**src/rtl/fifo_wr_arb.sv**
```systemverilog
// fifo_wr_arb: round-robin arbiter feeding one FIFO write port; define FIFO_WR_ARB_BURST_EN for locked bursts of up to BURST_LEN beats
module fifo_wr_arb #(
    parameter int NREQ = 4,
    parameter int DATA_WIDTH = 8,
    parameter int BURST_LEN = 4
) (
    input  logic                         clk,
    input  logic                         rst_n,
    input  logic [NREQ-1:0]              req_valid,
    input  logic [NREQ*DATA_WIDTH-1:0]   req_data,
    output logic [NREQ-1:0]              req_ready,
    input  logic                         fifo_full,
    output logic                         fifo_wr_en,
    output logic [DATA_WIDTH-1:0]        fifo_din,
    output logic [$clog2(NREQ)-1:0]      grant_id,
    output logic                         busy
);
    localparam int IW = $clog2(NREQ);
    if (NREQ < 2 || NREQ > 8 || BURST_LEN < 1 || BURST_LEN > 255) begin : g_bad_param
        $error("fifo_wr_arb: parameter out of range");
    end
    logic [IW-1:0] rr_ptr, rr_pick, last_id, cur_id, nxt_ptr;
    logic any_valid, xfer, done;
    assign any_valid = |req_valid;
    always_comb begin
        rr_pick = rr_ptr;
        for (int k = NREQ - 1; k >= 0; k--)
            if (req_valid[(int'(rr_ptr) + k) % NREQ]) rr_pick = IW'((int'(rr_ptr) + k) % NREQ);
    end
`ifdef FIFO_WR_ARB_BURST_EN
    localparam int BW = $clog2(BURST_LEN + 1);
    typedef enum logic {ARB, LOCK} state_t;
    state_t state, state_nx;
    logic [IW-1:0] lock_id, lock_id_nx;
    logic [BW-1:0] beat_cnt, beat_cnt_nx;
    always_ff @(posedge clk or negedge rst_n)
        if (!rst_n) begin
            state <= ARB;
            lock_id <= '0;
            beat_cnt <= '0;
        end else begin
            state <= state_nx;
            lock_id <= lock_id_nx;
            beat_cnt <= beat_cnt_nx;
        end
    // A dropped valid on the locked producer releases the lock even if the FIFO is full.
    always_comb begin
        state_nx = state;
        lock_id_nx = lock_id;
        beat_cnt_nx = beat_cnt;
        done = 1'b0;
        cur_id = (state == LOCK) ? lock_id : rr_pick;
        xfer = ((state == LOCK) ? req_valid[lock_id] : any_valid) && !fifo_full;
        if (state == ARB) begin
            if (xfer && BURST_LEN > 1) begin
                state_nx = LOCK;
                lock_id_nx = rr_pick;
                beat_cnt_nx = BW'(1);
            end else if (xfer) begin
                done = 1'b1;
            end
        end else if (!req_valid[lock_id]) begin
            state_nx = ARB;
            beat_cnt_nx = '0;
            done = 1'b1;
        end else if (xfer) begin
            beat_cnt_nx = (beat_cnt + 1'b1 == BW'(BURST_LEN)) ? '0 : beat_cnt + 1'b1;
            state_nx = (beat_cnt + 1'b1 == BW'(BURST_LEN)) ? ARB : LOCK;
            done = (beat_cnt + 1'b1 == BW'(BURST_LEN));
        end
    end
    assign busy = (state == LOCK);
`else
    assign cur_id = rr_pick;
    assign xfer = any_valid && !fifo_full;
    assign done = xfer;
    assign busy = 1'b0;
`endif
    assign nxt_ptr = (cur_id == IW'(NREQ - 1)) ? '0 : cur_id + 1'b1;
    assign fifo_wr_en = rst_n && xfer;
    assign req_ready = fifo_wr_en ? NREQ'(1) << cur_id : '0;
    assign fifo_din = fifo_wr_en ? req_data[int'(cur_id) * DATA_WIDTH +: DATA_WIDTH] : '0;
    assign grant_id = !rst_n ? '0 : (any_valid || busy) ? cur_id : last_id;
    always_ff @(posedge clk or negedge rst_n)
        if (!rst_n) begin
            rr_ptr <= '0;
            last_id <= '0;
        end else begin
            if (done) rr_ptr <= nxt_ptr;
            if (any_valid || busy) last_id <= cur_id;
        end
endmodule

```
**config.mk**
```make
export PLATFORM = sky130hd
export DESIGN_NAME = fifo_wr_arb
export DESIGN_NICKNAME = d
export VERILOG_FILES = /design/src/rtl/fifo_wr_arb.sv
export SDC_FILE = /design/constraint.sdc
export NUM_CORES = 1
export LEC_CHECK = 0
export BUFFER_PORTS_ARGS = -buffer_cell sky130_fd_sc_hd__buf_2
export CAP_MARGIN = 10
export CORE_UTILIZATION = 33
export DETAILED_ROUTE_END_ITERATION = 6
export GPL_TIMING_DRIVEN = 0
export PLACE_DENSITY = 0.75
export SYNTH_ARGS = -nofsm -noshare
export SYNTH_HDL_FRONTEND = slang
export SYNTH_SLANG_ARGS = --single-unit
```
**constraint.sdc**
```tcl
create_clock -name clk -period 1.7 [get_ports clk]
set_clock_uncertainty 0.1 [all_clocks]
set_input_delay 0.255 -clock clk [delete_from_list [all_inputs] [get_ports clk]]
set_output_delay 0.255 -clock clk [all_outputs]
set_load 0.02 [all_outputs]
```
* Word-level counts from Yosys, hierarchy flattened
Index checks and enable logic that the tools add are counted.
** Storage, ports and cells
- Output and inout port bits :: 16
- Register bits after elaboration :: 4
** Cells by class
- Add/sub/neg operators :: 4
- Multiplexer cells :: 20
- Order comparisons :: 4
- Reduce and logical (&&, ||, !) cells :: 7
- Bitwise logic cells :: 3
- Equality and inequality tests :: 1
- Shifts and indexed selects :: 2
** Operators with widths (count)
- 32-bit by 6-bit variable part select with 8-bit output :: 1
- 2-bit two-way mux :: 7
- 3-bit by 4-bit less-than comparator with 1-bit output (second input constant) :: 3
- 1-bit binary-select mux with 2-bit select :: 4
- 8-bit two-way mux :: 1
- 1-bit two-way mux :: 7
- 2-bit OR reduction :: 3
- 2-bit by 1-bit adder with 2-bit output (second input constant) :: 2
- 2-bit adder (second input constant) :: 2
- 4-bit two-way mux :: 1
- 4-bit OR reduction :: 1
- 1-bit by 2-bit left shift with 4-bit output (first input constant) :: 1
- 1-bit bitwise AND (first input constant) :: 3
- 2-bit by 3-bit less-than comparator with 1-bit output (second input constant) :: 1
- 2-bit equality test (second input constant) :: 1
- 1-bit logical AND :: 2
- 1-bit zero test :: 1

* Longest topological paths before layout
Gate-level depths: netlist (run 1).
- Depth after elaboration :: 12
- Depth in mapped cells :: 8
- Depth with buffers taken out :: 6

* Least setup slack after synthesis (run 1)
OpenSTA, ideal clock, no wires.
- Kind :: register to output
- From :: register rr_ptr[1]
- To :: output port fifo_din[0]
- Stages on the path, launching flop included :: 8
- Path slack :: -0.311 ns
- Required time :: 1.345 ns
- Arrival :: 1.656 ns
- Buffers on the path :: 2
- Path through :: dfrtp_1 -> or3_1 -> o21ai_1 -> o21ai_1 -> buf_6 -> buf_6 -> mux2i_1 -> o22ai_1
** On the way
- Word-level cells in the longest chain between the ends :: 10
** RTL lines
- start: declaration :: RTL line 22 : logic [IW-1:0] rr_ptr, rr_pick, last_id, cur_id, nxt_ptr;
- start signal: assignment :: RTL line 89 : if (done) rr_ptr <= nxt_ptr;
- 2-bit adder :: RTL line 28 : if (req_valid[(int'(rr_ptr) + k) % NREQ]) rr_pick = IW'((int'(rr_ptr) + k) % NREQ);
- 1-bit binary-select mux with 2-bit select :: RTL line 28
- 1-bit two-way mux (implied by the code) (2 in series) :: RTL line 28
- 2-bit two-way mux (3 in series) :: RTL line 28
- 2-bit two-way mux * :: RTL line 28
- 32-bit by 6-bit variable part select with 8-bit output * :: RTL line 82 : assign fifo_din = fifo_wr_en ? req_data[int'(cur_id) * DATA_WIDTH +: DATA_WIDTH] : '0;
- 8-bit two-way mux * :: RTL line 82
- end: declaration :: RTL line 14 : output logic [DATA_WIDTH-1:0] fifo_din,
Mark *: on every way between the ends. The rest lies on a longest branch, timed or not. The select of a mux whose other input is x is not followed.

* Final worst setup path (run 1)
- From :: register rr_ptr[1]
- To :: output port fifo_din[6]
Same word-level chain as after synthesis.

==> out/qor.csv, run 1 <==
metric,value,unit
status,finished with violations,
failing checks,setup timing,
final standard cell area without fillers,1431,um^2
crit path max-delay cell type,dfrtp_1,
Post-route DRC,0,
Cell Rows,15,
crit path launch,rr_ptr[1],
sequential area share after synthesis,16.46,%
syn_area_per_cell,8.446,um^2
H-tree levels,1,
switching power,0.6923,mW
Combinational Power Share,82.5,%
Syn Nets,115,
Max Buffers Root-to-Sink,2,
cells along the critical path,or3_1 > o21ai_1 > o21ai_1 > buf_6 > buf_4 > mux2i_4 > o22ai_4 > buf_6,
largest net degree at the start of global routing,10,
Die X,44.93,um
max-cap violations,0,
"slowest stage delay, CP",0.41,ns
"Distinct cells, synth",24,
Post-synth EDFFs,0,
Placement Cell Area,1028,um^2
Max Freq,436.1,MHz
yosys warns,0,
num ports,55,
Buffers on Ports,53,
Via Count,858,
pre-CTS setup slack,-0.4658,ns
Worst Path Required,1.34,ns
Max rail drop VDD,0.0007452,V
Cells after Synth,72,
Worst-path clk slew,0.04,ns
P_int,0.9555,mW
sw frac,42.01,%
full die area,2018,um^2
Period minus WS final,2.293,ns
CP Launch Type,flop,
vias in the first global route,838,
Leak,0.6624,nW
core area,1727,um^2
antenna cells,0,
Routed WL,2.629,mm
max-slew violation count,0,
worst reg2reg endpoint,rr_ptr[1],
total track usage,24.96,%
Worst Hold Class,in -> reg,
Final Setup Violations,15,
clk_lat worst skew,0.24,ns
Setup crit end,fifo_din[6],
detail-routed via count per cell,5.200,
Overflow after GRT,0,
fin nets,185,
Pwr Density,1151,nW/um^2
CTS buffer count,3,
hold slack,0.2638,ns
Synth area leaders,"mux2i_1 (26%), dfrtp_1 (16%), ha_1 (8.2%), o22ai_1 (8.2%), and3_1 (4.1%)",
Design Power,1.648,mW
Async SR Flop Fraction,100.0,%
first-pass detailed-route iteration total,4,
CTS tree,done,
Yosys reg bits,4,
"setup slack, reg-to-reg",-0.08,ns
Crit Path Max Fanout,7,
RSZ-0062 raised after global routing,true,
RD Place Congestion,0.7999,
Initial Util,35.22,%
ratio of cells with drive above 1 in the final layout,79.29,%
RR Startpoint,rr_ptr[1],
P&R area growth vs syn,135.4,%
Finished Layout Cells,165,
Final Hold Fails,0,
"antenna viol nets, final",0,
area of the mapped netlist,608.1,um^2
Tcrit/Tclk final,134.9,%
first-pass GRT wire length,3.608,mm
Die Y,44.93,um
clock share of power,7.7,%
final worst setup slack,-0.5932,ns
TNS Setup,-7.816,ns
critical path arrival,1.94,ns
leading area contributor after synthesis,mux2i_1,
antenna violations before repair,0,
Main synth FF type,dfrtp_1,
wire per inst,15.93,um
Worst Setup End Kind,primary output,
post-placement cell count,150,
final core occ,82.90,%
R2R cell count,8,
critical path class,reg -> out,
hpwl dp,1.565,mm
DRT iter0 DRCs,17,
CTS Sinks,4,
post-synth top area share,26.34,%
Reg power frac,9.9,%
root buffer cell,clkbuf_4,
-- cells by family after synthesis --
group                    after synthesis  synth area share [%]
AND/OR/NAND/NOR                       20                 19.14
flip-flops                             4                 16.46
multiplexers                          17                 28.81
buffers and inverters                  7                 7.407
AO/OA/AOI/OAI                         19                 19.34
adder cells (fa/ha/maj)                4                 8.231
other                                  1                0.6167
-- cell usage in the layout, fill, tap and decap left out, types with 2 or more instances in the layout --
master	instances
mux2i_4	4
buf_2	39
clkbuf_4	3
nand2_4	2
buf_4	8
buf_12	2
mux2i_1	8
and3_4	4
buf_6	17
o21ai_1	3
mux2i_2	4
and2_4	3
o22ai_2	7
dfrtp_1	4
nor2b_1	2
nand2_1	2
ha_4	4
nor2_1	3
-- synth_stat cells, types with 3 or more instances --
| library cell | instances |
|---|---|
| mux2i_1 | 16 |
| and3_1 | 4 |
| nand2_1 | 5 |
| o21ai_0 | 3 |
| o22ai_1 | 8 |
| nor2_1 | 3 |
| inv_1 | 4 |
| o21ai_1 | 3 |
| dfrtp_1 | 4 |
| ha_1 | 4 |
-- state kept, by name, summed over array words and instances (netlist names) --
name and count:
last_id 2, rr_ptr 2
-- critical path, delay by kind of cell (launching register included) --
| family | cells | cell delay (ns) |
|---|---|---|
| buf+inv | 3 | 0.43 |
| flops | 1 | 0.41 |
| compound gates | 3 | 0.34 |
| simple gates | 1 | 0.32 |
| mux | 1 | 0.18 |
-- power groups by stage --
stage	combinational [mW]	sequential (mW)	clock, mW
finish	1.36	0.162	0.126
global route	1.43	0.165	0.139
CTS	1.17	0.156	0.129
detailed placement	0.779	0.161	0
global placement	0.756	0.159	0
floorplan	0.603	0.153	0
-- worst min path at each step --
| stage | from | end | slack (ns) | depth (start not counted) |
|---|---|---|---|---|
| finish | fifo_full | rr_ptr[1] | 0.26 | 3 |
| global route | fifo_full | rr_ptr[1] | 0.28 | 3 |
| CTS | fifo_full | rr_ptr[0] | 0.24 | 3 |
| detailed placement | rst_n | last_id[1] | 0.02 | 1 |
| global placement | rst_n | last_id[1] | 0.008 | 1 |
| floorplan | rst_n | last_id[0] | -0.14 | 0 |
-- layer usage --
layer	up-vias	track usage, %	share of wire, %
met5	-	0	0
met4	0	8.485	0
met3	0	6.000	4.4
met2	31	46.67	60
met1	422	27.03	35
li1	405	-	-
-- area by class of cell --
class,count,area [um^2]
Buffer,3,38.79
Clock buffer,3,22.52
Fill cell,100,295.3
Inverter,4,35.03
Multi-Input combinational cell,61,718.2
Sequential cell,4,100.1
Tap cell,25,31.28
Timing Repair Buffer,65,485.5
-- timing repair --
item,in CTS,in global routing
setup buffers,9,2
resized for setup,42,23
endpoints found under the setup margin,16,16
pin swaps,3,3
hold buffers,1,0
cloned,1,0
endpoints found under the hold margin,4,0
No activity file was read; power rests on OpenSTA's default activity.
==> run 2, diff against run 1 <==
Settings changed: ABC_AREA set to 1, CORE_UTILIZATION 33 to 38, PLACE_DENSITY 0.75 to 0.76.
==> out/qor.csv, run 2 <==
metric,value,unit
Stages on worst setup path,17,
register area,101.3,um^2
Pwr Density,2699,nW/um^2
CTS buffer count,3,
Buffers on Ports,53,
most frequent cells in the layout,"buf_2 (41), nand2_2 (32), nand2_1 (29)",
Setup crit end,fifo_din[7],
Worst Hold Class,in -> reg,
vias in the first global route,1255,
Die X,49.80,um
crit path max-delay cell type,dfrtp_1,
critical path class,reg -> out,
Via Count,1391,
CTS Sinks,4,
largest net degree at the start of global routing,12,
hold slack,0.2059,ns
Final Hold Fails,0,
fin nets,286,
worst reg2reg endpoint,rr_ptr[1],
Combinational Power Share,93.6,%
"Top cell by count, worst path",nand2_2,
Multi-input gate area,989.7,um^2
R2R cell count,15,
Cells after Synth,165,
Max rail drop VDD,0.002144,V
Cell Rows,16,
Worst-path clk slew,0.04,ns
CP top delay family,simple AND/OR/NAND/NOR gates,
Post-synth EDFFs,0,
ratio of cells with drive above 1 in the final layout,72.20,%
"Distinct cells, synth",20,
Worst Setup End Kind,primary output,
final core occ,90.66,%
Post-route DRC,0,
final worst setup slack,-0.7757,ns
H-tree levels,1,
"setup slack, reg-to-reg",-0.37,ns
RSZ-0062 raised after global routing,true,
Routed WL,3.794,mm
"slowest stage delay, CP",0.39,ns
root buffer cell,clkbuf_4,
Overflow after GRT,0,
fillers,84,
cells along the critical path,buf_6 > inv_8 > nand2_2 > nand3_2 > nand2_1 > inv_1 > nand2_2 > nand2_4 > nand2_4 > nand2_8 > nand2_8 > buf_12 > nand2_2 > nand2_2 > nor2_2 > nor2_4 > buf_6,
area of the mapped netlist,868.3,um^2
clock share of power,2.4,%
failing checks,setup timing,
max-cap violations,0,
status,finished with violations,
antenna violations before repair,0,
Reg power frac,4.0,%
wire per inst,14.16,um
syn_area_per_cell,5.263,um^2
P&R area growth vs syn,115.3,%
Top Registers,"last_id (2), rr_ptr (2)",
CP Launch Type,flop,
leading area contributor after synthesis,nand2_1,
sequential area share after synthesis,11.53,%
first-pass GRT wire length,5.016,mm
hpwl dp,2.052,mm
Async SR Flop Fraction,100.0,%
Post-synth top cells,"nand2_1 (61), nand3_1 (28), nor2_1 (23), inv_1 (16), nand2_2 (6)",
Yosys reg bits,4,
worst path bufs/invs,5,
Synth area leaders,"nand2_1 (26%), nand3_1 (16%), dfrtp_1 (12%), nor2_1 (9.9%), inv_1 (6.9%)",
CTS tree,done,
"most common cell after layout, fill and taps aside",buf_2,
post-synth top area share,26.37,%
first-pass detailed-route iteration total,4,
clk_lat worst skew,0.24,ns
full die area,2480,um^2
Initial Util,42.11,%
max-slew violation count,0,
"antenna viol nets, final",0,
Max Buffers Root-to-Sink,2,
crit path launch,rr_ptr[0],
sw frac,53.51,%
Syn Nets,208,
Period minus WS final,2.476,ns
RR Startpoint,rr_ptr[0],
Tcrit/Tclk final,145.6,%
final standard cell area without fillers,1869,um^2
P_int,2.345,mW
Main synth FF type,dfrtp_1,
RD Place Congestion,0.8403,
Design Power,5.045,mW
Crit Path Max Fanout,7,
Leak,0.9435,nW
num ports,55,
total track usage,25.83,%
Final Setup Violations,17,
DRT iter0 DRCs,25,
detail-routed via count per cell,5.190,
Max Freq,403.9,MHz
switching power,2.700,mW
antenna cells,0,
yosys warns,0,
Die Y,49.80,um
Worst Path Required,1.34,ns
Placement Cell Area,1279,um^2
critical path arrival,2.12,ns
"count leader, synth",nand2_1,
core area,2062,um^2
## run 2: final cells by class
cell class / instances / area share, %
clock buffer: 3 / 1.205
buffer: 6 / 4.083
tap: 27 / 1.807
timing repair buffer: 73 / 29.85
sequential: 4 / 5.422
inverter: 20 / 4.685
multi-input combinational: 135 / 52.95
## run 2: timing repair
action / in CTS / in global routing
endpoints found under the hold margin: 4 / 0
setup endpoints to repair: 19 / 19
pin swaps: 17 / 27
cloned: 2 / 2
hold buffers: 1 / 0
gates resized for setup: 67 / 49
setup buffers: 12 / 3
## run 2: worst min path at each step
stage | from | to | slack [ns] | depth (start not counted)
finish | fifo_full | rr_ptr[1] | 0.21 | 4
CTS | fifo_full | rr_ptr[1] | 0.20 | 4
floorplan | rst_n | last_id[0] | -0.14 | 0
detailed placement | rst_n | last_id[1] | -0.03 | 1
global placement | rst_n | last_id[1] | -0.03 | 1
global route | fifo_full | rr_ptr[1] | 0.24 | 4
## run 2: worst reg2reg max path, stage by stage (launching register included)
cell and delay, ns:
dfrtp_1 0.39, buf_6 0.15, inv_8 0.08, nand2_2 0.08, nand3_2 0.08, nand2_1 0.06
inv_1 0.06, nand2_2 0.06, nand2_4 0.09, nand2_4 0.07, nand2_8 0.09, nand2_8 0.09
buf_8 0.14, ha_2 0.27, nand2_1 0.06, o21ai_0 0.07
## run 2: cells by family (layout without fill, tap and decap cells)
family	after synthesis	after routing	synth area share, %
AO/OA/AOI/OAI	7	7	4.034
flip-flops	4	4	11.53
AND/OR/NAND/NOR	123	123	63.40
other	1	1	0.4319
buffers and inverters	26	102	14.84
adder cells (fa/ha/maj)	4	4	5.764
## run 2: power by group through the flow
stage / logic [mW] / registers [mW] / clock network, mW
2_1_floorplan: 2.17 / 0.174 / 0
4_1_cts: 3.85 / 0.192 / 0.124
6_report: 4.72 / 0.203 / 0.120
3_5_place_dp: 2.66 / 0.181 / 0
3_3_place_gp: 2.59 / 0.178 / 0
5_1_grt: 5.04 / 0.206 / 0.136
## run 2: through the flow
| step | instances | setup slack, ns | TNS (ns) |
|---|---|---|---|
| 2_1_floorplan | 165 | -0.2648 | -3.688 |
| 3_3_place_gp | 245 | -0.5099 | -7.318 |
| 3_5_place_dp | 245 | -0.5774 | -8.500 |
| 4_1_cts | 263 | -0.6927 | -9.620 |
| 5_1_grt | 268 | -0.8755 | -12.01 |
| 6_report | 268 | -0.7757 | -10.45 |
## run 2: routing by layer
metal / vias up / part of all wire (%) / global-route usage, % / wire length (um)
li1: 667 / - / - / -
met1: 667 / 41 / 27.96 / 1551
met2: 49 / 53 / 50.90 / 2009
met3: 8 / 4.4 / 5.864 / 167
met4: 0 / 1.8 / 3.333 / 67
met5: - / 0 / 0 / 0
==> run 3, diff against run 2 <==
Settings changed: ABC_CLOCK_PERIOD_IN_PS set to 1700, CORE_UTILIZATION 38 to 40, CTS_BUF_LIST set to sky130_fd_sc_hd__clkbuf_2, PLACE_DENSITY 0.76 to 0.79.
==> out/qor.csv, run 3 (same netlist as run 2, synthesis figures left out) <==
metric,value,unit
status,finished with violations,
failing checks,setup timing,
pre-CTS setup slack,-0.5828,ns
Overflow after GRT,0,
TNS Setup,-12.50,ns
root buffer cell,clkbuf_2,
most frequent cells in the layout,"buf_2 (40), nand2_1 (30), nand2_2 (29)",
DR WL met3,403,um
first-pass GRT wire length,6.120,mm
M1 WL,1.674,mm
"slowest stage delay, CP",0.41,ns
Buffers on Ports,53,
P&R area growth vs syn,110.2,%
Die Y,48.59,um
Via Count,1536,
max-cap violations,0,
critical path class,reg -> out,
vias in the first global route,1454,
CP Launch Type,flop,
total track usage,32.78,%
Max Buffers Root-to-Sink,2,
full die area,2361,um^2
DRT iter0 DRCs,91,
Die X,48.59,um
final worst setup slack,-0.8941,ns
detail-routed via count per cell,5.863,
max layer used,met4,
Post-route DRC,0,
largest net degree at the start of global routing,12,
RR Startpoint,rr_ptr[0],
"most common cell after layout, fill and taps aside",buf_2,
Finished Layout Cells,262,
Tcrit/Tclk final,152.6,%
Final Hold Fails,0,
clk_lat worst skew,0.22,ns
"Top cell by count, worst path",nand2_2,
Crit Path Max Fanout,8,
first-pass detailed-route iteration total,4,
Period minus WS final,2.594,ns
Worst-path clk slew,0.06,ns
num ports,55,
antenna cells,0,
RSZ-0062 raised after global routing,true,
H-tree levels,1,
max-slew violation count,0,
Max Freq,385.5,MHz
hpwl dp,2.145,mm
critical path arrival,2.24,ns
"antenna viol nets, final",0,
post-placement cell count,245,
cells along the critical path,buf_6 > inv_8 > nand2_2 > nand2_2 > nand2_1 > nand2_1 > nand2_2 > nand2_4 > nand3_4 > nand2_8 > buf_8 > nand2_1 > nand3_1 > nand2_2 > nor2_4 > buf_6,
CTS tree,done,
Worst Hold Class,in -> reg,
fillers,85,
wire per inst,18.90,um
Final Setup Violations,19,
CTS buffer count,3,
fin nets,280,
crit path max-delay cell type,dfrtp_1,
core area,2002,um^2
hold slack,0.2920,ns
R2R cell count,15,
met2 WL,2.465,mm
ratio of cells with drive above 1 in the final layout,70.64,%
Routed WL,4.951,mm
Cell Rows,16,
Top Registers,"last_id (2), rr_ptr (2)",
Initial Util,43.38,%
min-delay src,fifo_full,
Hold Crit Depth,3,
RD Place Congestion,0.8242,
CTS Sinks,4,
crit path launch,rr_ptr[0],
Worst Setup End Kind,primary output,
Worst Path Required,1.34,ns
antenna violations before repair,0,
==> run 3: cell count changes in the layout (fill, tap and decap cells not counted), sizes merged <==
cell    delta
buf        -5
clkbuf     -1
==> run 3: per-layer routing <==
layer	up-vias	track usage, %
met2	132	62.68
met5	-	0
li1	654	-
met4	0	17.16
met3	46	7.547
met1	704	32.50
==> run 3: final timing paths <==
check | end | slack [ns]
worst max-delay path | fifo_din[1] | -0.89
worst min-delay path | rr_ptr[1] | 0.29
worst min register to register | last_id[0] | 0.39
max in group asynchronous | rr_ptr[1] | 0.93
worst max register to register | rr_ptr[1] | -0.47
min in group asynchronous | rr_ptr[0] | 0.35
==> run 3: critical path, delay by kind of cell (launching register included) <==
family                 cells  cell delay, ns
buffers and inverters      4            0.49
flip-flops                 1            0.41
AND/OR/NAND/NOR           12            1.11
==> run 3: layout make-up <==
class                           instances  area [um^2]  area share [%]
Buffer                                  6        72.57           3.975
Timing Repair Buffer                   67        489.2           26.80
Clock buffer                            3        15.01          0.8225
Tap cell                               27        33.78           1.851
Multi-Input combinational cell        135         1023           56.07
Sequential cell                         4        101.3           5.552
Inverter                               20        90.09           4.935
==> run 3: metrics by stage <==
step           util [%]  instance area (um^2)
2_1_floorplan         -                 979.7
5_1_grt           91.19                  1826
3_3_place_gp      63.88                  1279
6_report          91.19                  1826
3_5_place_dp      63.88                  1279
4_1_cts           79.81                  1598
==> run 3: what timing repair did <==
action                                  in CTS  in global routing
gates resized for setup                     67                 54
hold endpoints to repair                     4                  0
endpoints found under the setup margin      19                 19
hold buffers                                 1                  0
gates cloned                                 2                  0
setup buffers                                9                  2
pin swaps                                   15                 17
Power of run 3 is left out: the tool's default activity adds up to more than one toggle a clock period on the data nets, which glitch-free logic cannot reach.
